$ cat config.mk
export PLATFORM = sky130hd
export DESIGN_NAME = if2_inst_queue_flat
export DESIGN_NICKNAME = d
export VERILOG_FILES = /design/src/rtl/if2_inst_queue_if.sv /design/src/rtl/if2_inst_queue.sv /design/src/flat_wrapper.sv
export SDC_FILE = /design/constraint.sdc
export NUM_CORES = 1
export LEC_CHECK = 0
export CAP_MARGIN = 30
export CELL_PAD_IN_SITES_DETAIL_PLACEMENT = 0
export CELL_PAD_IN_SITES_GLOBAL_PLACEMENT = 2
export CORE_MARGIN = 1
export CORE_UTILIZATION = 40
export DETAILED_ROUTE_END_ITERATION = 7
export PLACE_DENSITY_LB_ADDON = 0.1
export SETUP_SLACK_MARGIN = 0.2
export SYNTH_ARGS = -nofsm -noshare
export SYNTH_HDL_FRONTEND = slang
export SYNTH_SLANG_ARGS = --single-unit
$ cat constraint.sdc
create_clock -name clk -period 4.8 [get_ports clk]
set_clock_uncertainty 0.2 [all_clocks]
set_input_delay 1.2 -clock clk [delete_from_list [all_inputs] [get_ports clk]]
set_output_delay 1.2 -clock clk [all_outputs]
set_load 0.01 [all_outputs]
$ cat src/rtl/if2_inst_queue_if.sv
// IF2 -> ID instruction queue bus: fetch pair in, decode pair out,
// decode consume request, branch flush and front-end stall.
interface if2_inst_queue_if;
    logic [31:0] i_PC1;
    logic [31:0] i_PC2;
    logic [31:0] i_inst1;
    logic [31:0] i_inst2;
    logic [1:0]  i_is_valid;
    logic [1:0]  i_pop;
    logic        flush_BR;
    logic [31:0] o_PC1;
    logic [31:0] o_inst1;
    logic [31:0] o_PC2;
    logic [31:0] o_inst2;
    logic [1:0]  o_is_valid;
    logic        o_stall_IQ;

    // front end / decode side
    modport master (
        output i_PC1, i_PC2, i_inst1, i_inst2, i_is_valid, i_pop, flush_BR,
        input  o_PC1, o_inst1, o_PC2, o_inst2, o_is_valid, o_stall_IQ
    );

    // queue side
    modport slave (
        input  i_PC1, i_PC2, i_inst1, i_inst2, i_is_valid, i_pop, flush_BR,
        output o_PC1, o_inst1, o_PC2, o_inst2, o_is_valid, o_stall_IQ
    );
endinterface

$ cat src/rtl/if2_inst_queue.sv
// Dual-issue instruction fetch queue: circular FIFO of {PC, inst} that
// accepts up to two fetched slots per cycle and presents the two oldest
// entries to decode. Stalls the front end whenever a full pair might not fit.
module if2_inst_queue #(
    parameter int DEPTH = 8,
    parameter int PTR_W = $clog2(DEPTH)
) (
    input  logic             clk,
    input  logic             rstn,
    if2_inst_queue_if.slave  q
);
    localparam int CNT_W = PTR_W + 1;
    localparam logic [CNT_W-1:0] STALL_LVL = CNT_W'(DEPTH - 2);

    logic [31:0]      pc_q   [DEPTH];
    logic [31:0]      inst_q [DEPTH];
    logic [PTR_W-1:0] head_q, tail_q;
    logic [CNT_W-1:0] count_q;

    logic             stall;
    logic             push_ok;
    logic [1:0]       n_push;
    logic [1:0]       n_pop;
    logic [PTR_W-1:0] head_p1, tail_p1;
    logic [31:0]      wr0_pc, wr0_inst;

    assign stall   = (count_q > STALL_LVL);
    assign push_ok = !stall && !q.flush_BR;
    assign head_p1 = head_q + PTR_W'(1);
    assign tail_p1 = tail_q + PTR_W'(1);

    // Pack valid slots toward tail; a lone younger slot still lands at tail.
    assign wr0_pc   = q.i_is_valid[0] ? q.i_PC1   : q.i_PC2;
    assign wr0_inst = q.i_is_valid[0] ? q.i_inst1 : q.i_inst2;

    // Accepted push count and clipped pop count (i_pop=10 is ignored).
    always_comb begin
        n_push = 2'd0;
        n_pop  = 2'd0;
        if (push_ok)
            n_push = {1'b0, q.i_is_valid[0]} + {1'b0, q.i_is_valid[1]};
        if (q.i_pop == 2'b11) begin
            if (count_q >= CNT_W'(2))
                n_pop = 2'd2;
            else if (count_q >= CNT_W'(1))
                n_pop = 2'd1;
        end else if (q.i_pop == 2'b01) begin
            if (count_q >= CNT_W'(1))
                n_pop = 2'd1;
        end
    end

    // Entry storage; intentionally not reset, qualified by count instead.
    always_ff @(posedge clk) begin
        if (push_ok && (q.i_is_valid != 2'b00)) begin
            pc_q[tail_q]   <= wr0_pc;
            inst_q[tail_q] <= wr0_inst;
        end
        if (push_ok && (q.i_is_valid == 2'b11)) begin
            pc_q[tail_p1]   <= q.i_PC2;
            inst_q[tail_p1] <= q.i_inst2;
        end
    end

    // Pointer and occupancy update; flush discards same-cycle push and pop.
    always_ff @(posedge clk or negedge rstn) begin
        if (!rstn) begin
            head_q  <= '0;
            tail_q  <= '0;
            count_q <= '0;
        end else if (q.flush_BR) begin
            head_q  <= '0;
            tail_q  <= '0;
            count_q <= '0;
        end else begin
            head_q  <= head_q + PTR_W'(n_pop);
            tail_q  <= tail_q + PTR_W'(n_push);
            count_q <= count_q + CNT_W'(n_push) - CNT_W'(n_pop);
        end
    end

    assign q.o_PC1      = pc_q[head_q];
    assign q.o_inst1    = inst_q[head_q];
    assign q.o_PC2      = pc_q[head_p1];
    assign q.o_inst2    = inst_q[head_p1];
    assign q.o_is_valid = {count_q >= CNT_W'(2), count_q >= CNT_W'(1)};
    assign q.o_stall_IQ = stall;
endmodule

$ cat src/flat_wrapper.sv
// flat-port wrapper written by rule: the top's interface ports become plain ports
module if2_inst_queue_flat 
#(
    parameter int DEPTH = 8,
    parameter int PTR_W = $clog2(DEPTH)
)
  (clk, rstn, q_i_PC1, q_i_PC2, q_i_inst1, q_i_inst2, q_i_is_valid, q_i_pop, q_flush_BR, q_o_PC1, q_o_inst1, q_o_PC2, q_o_inst2, q_o_is_valid, q_o_stall_IQ);
  if2_inst_queue_if q_i ();
  input  logic clk;
  input  logic rstn;
  input wire logic [$bits(q_i.i_PC1)-1:0] q_i_PC1;
  input wire logic [$bits(q_i.i_PC2)-1:0] q_i_PC2;
  input wire logic [$bits(q_i.i_inst1)-1:0] q_i_inst1;
  input wire logic [$bits(q_i.i_inst2)-1:0] q_i_inst2;
  input wire logic [$bits(q_i.i_is_valid)-1:0] q_i_is_valid;
  input wire logic [$bits(q_i.i_pop)-1:0] q_i_pop;
  input wire logic [$bits(q_i.flush_BR)-1:0] q_flush_BR;
  output wire logic [$bits(q_i.o_PC1)-1:0] q_o_PC1;
  output wire logic [$bits(q_i.o_inst1)-1:0] q_o_inst1;
  output wire logic [$bits(q_i.o_PC2)-1:0] q_o_PC2;
  output wire logic [$bits(q_i.o_inst2)-1:0] q_o_inst2;
  output wire logic [$bits(q_i.o_is_valid)-1:0] q_o_is_valid;
  output wire logic [$bits(q_i.o_stall_IQ)-1:0] q_o_stall_IQ;
  assign q_i.i_PC1 = q_i_PC1;
  assign q_i.i_PC2 = q_i_PC2;
  assign q_i.i_inst1 = q_i_inst1;
  assign q_i.i_inst2 = q_i_inst2;
  assign q_i.i_is_valid = q_i_is_valid;
  assign q_i.i_pop = q_i_pop;
  assign q_i.flush_BR = q_flush_BR;
  assign q_o_PC1 = q_i.o_PC1;
  assign q_o_inst1 = q_i.o_inst1;
  assign q_o_PC2 = q_i.o_PC2;
  assign q_o_inst2 = q_i.o_inst2;
  assign q_o_is_valid = q_i.o_is_valid;
  assign q_o_stall_IQ = q_i.o_stall_IQ;
  if2_inst_queue #(.DEPTH(DEPTH), .PTR_W(PTR_W)) u_core (.clk(clk), .rstn(rstn), .q(q_i));
endmodule
==> run_summary.xml <==
<?xml version="1.0" encoding="UTF-8"?>
<metrics>
  <group name="synth">
    <metric name="synth_largest_area_cell" unit="">sky130_fd_sc_hd__edfxtp_1</metric>
    <metric name="ys.flop_type" unit="">sky130_fd_sc_hd__edfxtp_1</metric>
    <metric name="synth_simple_gate_area_share" unit="%">0.845</metric>
    <metric name="ys_top_cells_by_count" unit="">sky130_fd_sc_hd__mux2_2, sky130_fd_sc_hd__edfxtp_1, sky130_fd_sc_hd__mux4_2, sky130_fd_sc_hd__buf_6, sky130_fd_sc_hd__buf_2</metric>
    <metric name="synthXorXnorAreaFrac" unit="%">0.283</metric>
    <metric name="largest_family_of_logic_cells_by_synthesized_area" unit="">multiplexers</metric>
    <metric name="synth_compound_gate_area_share" unit="%">0.291</metric>
    <metric name="syn-cell-area" unit="sq um">31000</metric>
    <metric name="synth_warnings" unit="">0</metric>
    <metric name="mappedNetlistNets" unit="">1860</metric>
    <metric name="synth-edff-count" unit="">512</metric>
    <metric name="netlist.area_leader.share" unit="%">49.7</metric>
    <metric name="synth-adder-area-share" unit="%">0.744</metric>
    <metric name="synth-seq-cells" unit="">522</metric>
    <metric name="yosysSeqAreaShare" unit="%">50.5</metric>
    <metric name="synth-async-reset-ratio" unit="%">1.92</metric>
    <metric name="synthesis.area_per_instance" unit="sq um">18.1</metric>
    <metric name="ys_types" unit="">33</metric>
    <metric name="ys_top_cells_by_area" unit="">sky130_fd_sc_hd__edfxtp_1, sky130_fd_sc_hd__mux2_2, sky130_fd_sc_hd__mux4_2</metric>
    <metric name="synthesis.instances" unit="">1709</metric>
    <metric name="yosys-mux-area-fraction" unit="%">44.4</metric>
    <metric name="synth_most_common_cell" unit="">sky130_fd_sc_hd__mux2_2</metric>
  </group>
  <group name="clocking">
    <metric name="tritoncts" unit="">built</metric>
    <metric name="maximum_level_of_the_cts_h_tree" unit="">2</metric>
    <metric name="clkSinkCount" unit="">522</metric>
    <metric name="clk_root_buffer_cell" unit="">sky130_fd_sc_hd__clkbuf_16</metric>
    <metric name="number_of_hold_buffers_added_after_cts" unit="">0</metric>
    <metric name="cts_made_buffers" unit="">61</metric>
    <metric name="clk_pin_slew_worst_paths" unit="ns">0.06</metric>
    <metric name="cts.path.max_buffers" unit="">3</metric>
    <metric name="clock_latency" unit="ns">0.63</metric>
  </group>
  <group name="global_routing">
    <metric name="grt_pass1_vias" unit="">19419</metric>
    <metric name="grt_start_max_net_pins" unit="">90</metric>
    <metric name="grt_util_all_layers" unit="%">23.6</metric>
    <metric name="first_pass_grt_wire_length" unit="mm">134</metric>
    <metric name="gr-total-overflow" unit="">0</metric>
    <metric name="antenna_violations_before_repair" unit="">11</metric>
  </group>
  <group name="sta">
    <metric name="worstMarginPinSlew" unit="ns">0.782</metric>
    <metric name="hold_viol" unit="">0</metric>
    <metric name="unrepaired_setup_endpoints_after_global_routing" unit="">yes</metric>
    <metric name="maxSlewViolCount" unit="">0</metric>
    <metric name="max_freq" unit="MHz">220</metric>
    <metric name="setup-violations-final" unit="">0</metric>
    <metric name="max-slew-margin-rel" unit="%">47.9</metric>
    <metric name="period_share" unit="%">94.5</metric>
    <metric name="layout_setup_ws" unit="ns">0.263</metric>
    <metric name="setup_tns" unit="ns">0</metric>
    <metric name="finalWorstPathRequiredPeriod" unit="ns">4.54</metric>
  </group>
  <group name="placement">
    <metric name="gpl_wtd_cong" unit="">0.745</metric>
    <metric name="dp_hpwl" unit="mm">51.4</metric>
    <metric name="port_buffers" unit="">265</metric>
    <metric name="dp_worst_setup_slack" unit="ns">0.718</metric>
    <metric name="dpl_cell_area" unit="sq um">35100</metric>
  </group>
  <group name="floorplan">
    <metric name="dieWidth" unit="um">280</metric>
    <metric name="io_pins" unit="">266</metric>
    <metric name="die_area" unit="sq um">78500</metric>
    <metric name="core_region_area" unit="sq um">76300</metric>
    <metric name="overall_die_height" unit="um">280</metric>
    <metric name="floorplan.initialDensity" unit="%">40.6</metric>
    <metric name="rows" unit="">101</metric>
  </group>
  <group name="critical_path">
    <metric name="kind_of_end_point_of_the_critical_path" unit="">output pin</metric>
    <metric name="timing.critical_path.fanout_max" unit="">30</metric>
    <metric name="worst_r2r_path_depth" unit="">5</metric>
    <metric name="rrSetupSlack" unit="ns">1.53</metric>
    <metric name="r2r_start" unit="">u_core.tail_q[0]$_DFF_PN0_</metric>
    <metric name="worstReg2RegEnd" unit="">u_core.inst_q[1][20]$_DFFE_PP_</metric>
    <metric name="critical_path.endpoint" unit="">q_o_inst2[0]</metric>
    <metric name="worstPathRequired" unit="ns">3.40</metric>
    <metric name="cp.arrival" unit="ns">3.14</metric>
    <metric name="timing.setup.critical_path_class" unit="">register to output pin</metric>
    <metric name="timing.critical_path.from_type" unit="">register</metric>
    <metric name="critical_path.startpoint" unit="">u_core.head_q[0]$_DFF_PN0_</metric>
  </group>
  <group name="power_and_ir_drop">
    <metric name="maximum_vdd_drop" unit="mV">0.375</metric>
    <metric name="power.sequential.fraction" unit="%">30.2</metric>
    <metric name="netSwitchingPower" unit="uW">5650</metric>
    <metric name="comb_power_share" unit="%">44.8</metric>
    <metric name="p_int" unit="uW">12600</metric>
    <metric name="power_switching_share" unit="%">31.0</metric>
    <metric name="power.clock.fraction" unit="%">25.0</metric>
    <metric name="power.leakage" unit="uW">0.0120</metric>
    <metric name="p_per_area" unit="nW/um^2">490</metric>
  </group>
  <group name="route">
    <metric name="tritonroute_pass_1_iters" unit="">5</metric>
    <metric name="routed.top_layer" unit="">met5</metric>
    <metric name="met3WireLength" unit="mm">5.54</metric>
    <metric name="detailroute.wirelength.met2" unit="mm">46.0</metric>
    <metric name="drc" unit="">0</metric>
    <metric name="routed_wl" unit="mm">92.2</metric>
    <metric name="detail-route-antenna-nets" unit="">0</metric>
    <metric name="avgViaCountPerCell" unit="">5.86</metric>
    <metric name="wl_met1" unit="mm">38.8</metric>
    <metric name="drtIter0Drc" unit="">1226</metric>
    <metric name="post_drt_wl_per_cell" unit="um">30.2</metric>
    <metric name="via_count" unit="">17908</metric>
  </group>
  <group name="final_layout">
    <metric name="finalNetCount" unit="">2125</metric>
    <metric name="final_layout_size_suffix_gt1_share" unit="%">55.6</metric>
    <metric name="area_growth" unit="%">20.1</metric>
    <metric name="design_area" unit="sq um">37200</metric>
  </group>
  <group name="run_status">
    <metric name="run_status" unit="">completed</metric>
  </group>
  <group name="min_path">
    <metric name="hp-class" unit="">register to register</metric>
  </group>
  <group name="run">
    <metric name="timing.max_cap.violations" unit="">0</metric>
  </group>
</metrics>
worst max-delay path, stage by stage (launching register included):
cell and delay [ns]:
sky130_fd_sc_hd__dfrtp_4 0.57, sky130_fd_sc_hd__ha_4 0.34, sky130_fd_sc_hd__buf_12 0.16, sky130_fd_sc_hd__buf_16 0.23, sky130_fd_sc_hd__mux4_2 0.34, sky130_fd_sc_hd__mux2_2 0.28
sky130_fd_sc_hd__clkdlybuf4s50_1 0.58
repair_timing:
item,in CTS,in global routing
resized for setup,3,4
endpoints found under the setup margin,43,37
hold endpoints to repair,0,0
cloned,2,0
buffers inserted,6,0
state kept, by name, summed over array words and instances, names as in the netlist:
register and flops:
u_core.head_q 3, u_core.pc_q 256, u_core.tail_q 3, u_core.inst_q 256
u_core.count_q 4
cells in the final DEF, fill, tap and decap left out, drive strengths merged, types with 3 or more instances in the layout:
cell type and count:
clkdlybuf4s50 264, a22oi 6, fa 4, and3 3
nor2 18, buf 66, mux4 256, clkinv 31
clkbuf 74, xnor2 3, nand2 5, nand3 10
inv 17, edfxtp 512, bufinv 5, nor2b 6
ha 12, xor2 4, dfrtp 10, mux2 704
power groups by stage:
stage	Clock, uW	Sequential, uW	Combinational [uW]
2_1_floorplan	0	5510	4870
3_5_place_dp	0	5570	7990
3_3_place_gp	0	5560	7970
4_1_cts	4650	5480	8280
5_1_grt	4810	5510	8670
6_report	4550	5490	8160
per-layer routing:
layer	vias to the layer above	global-route usage, %
met2	536	40.1
met3	132	4.50
met1	9524	30.9
met4	18	5.87
li1	7698	-
met5	-	0
logic make-up (layout without fill, tap and decap cells):
logic type	Yosys count	after routing
xor+xnor	7	7
flops	522	522
mux	960	960
simple gates	46	46
other cells	0	2
compound gates	12	12
buf+inv	146	461
fa+ha+maj	16	16
how the worst min path moves through the flow:
stage                                 end                        from  cells past startpoint
6_report       u_core.tail_q[2]$_DFF_PN0_  u_core.tail_q[2]$_DFF_PN0_                      2
5_1_grt        u_core.tail_q[2]$_DFF_PN0_  u_core.tail_q[2]$_DFF_PN0_                      2
4_1_cts        u_core.tail_q[2]$_DFF_PN0_  u_core.tail_q[2]$_DFF_PN0_                      2
3_3_place_gp   u_core.tail_q[2]$_DFF_PN0_  u_core.tail_q[2]$_DFF_PN0_                      2
3_5_place_dp   u_core.tail_q[2]$_DFF_PN0_  u_core.tail_q[2]$_DFF_PN0_                      2
2_1_floorplan  u_core.head_q[0]$_DFF_PN0_  u_core.head_q[0]$_DFF_PN0_                      2
through the flow:
| step | util (%) | power (uW) | hold slack (ns) | std cells |
|---|---|---|---|---|
| after floorplan | - | 10400 | 0.412 | 1709 |
| after global placement | 45.9 | 13500 | 0.539 | 2933 |
| after detailed placement | 45.9 | 13600 | 0.548 | 2933 |
| after CTS | 48.7 | 18400 | 0.577 | 3054 |
| after global routing | 48.7 | 19000 | 0.619 | 3056 |
| final | 48.7 | 18200 | 0.577 | 3056 |
final cells by class:
type | instances | area [sq um]
clock buffer | 73 | 1610
tap | 1030 | 1290
inverter | 15 | 56.3
multi-input combinational | 1041 | 14600
timing repair buffer | 333 | 3690
antenna | 2 | 5.00
clock inverter | 40 | 314
fill | 6506 | 39200
sequential | 522 | 15600
Note: power is estimated with default switching activity, not from simulation.
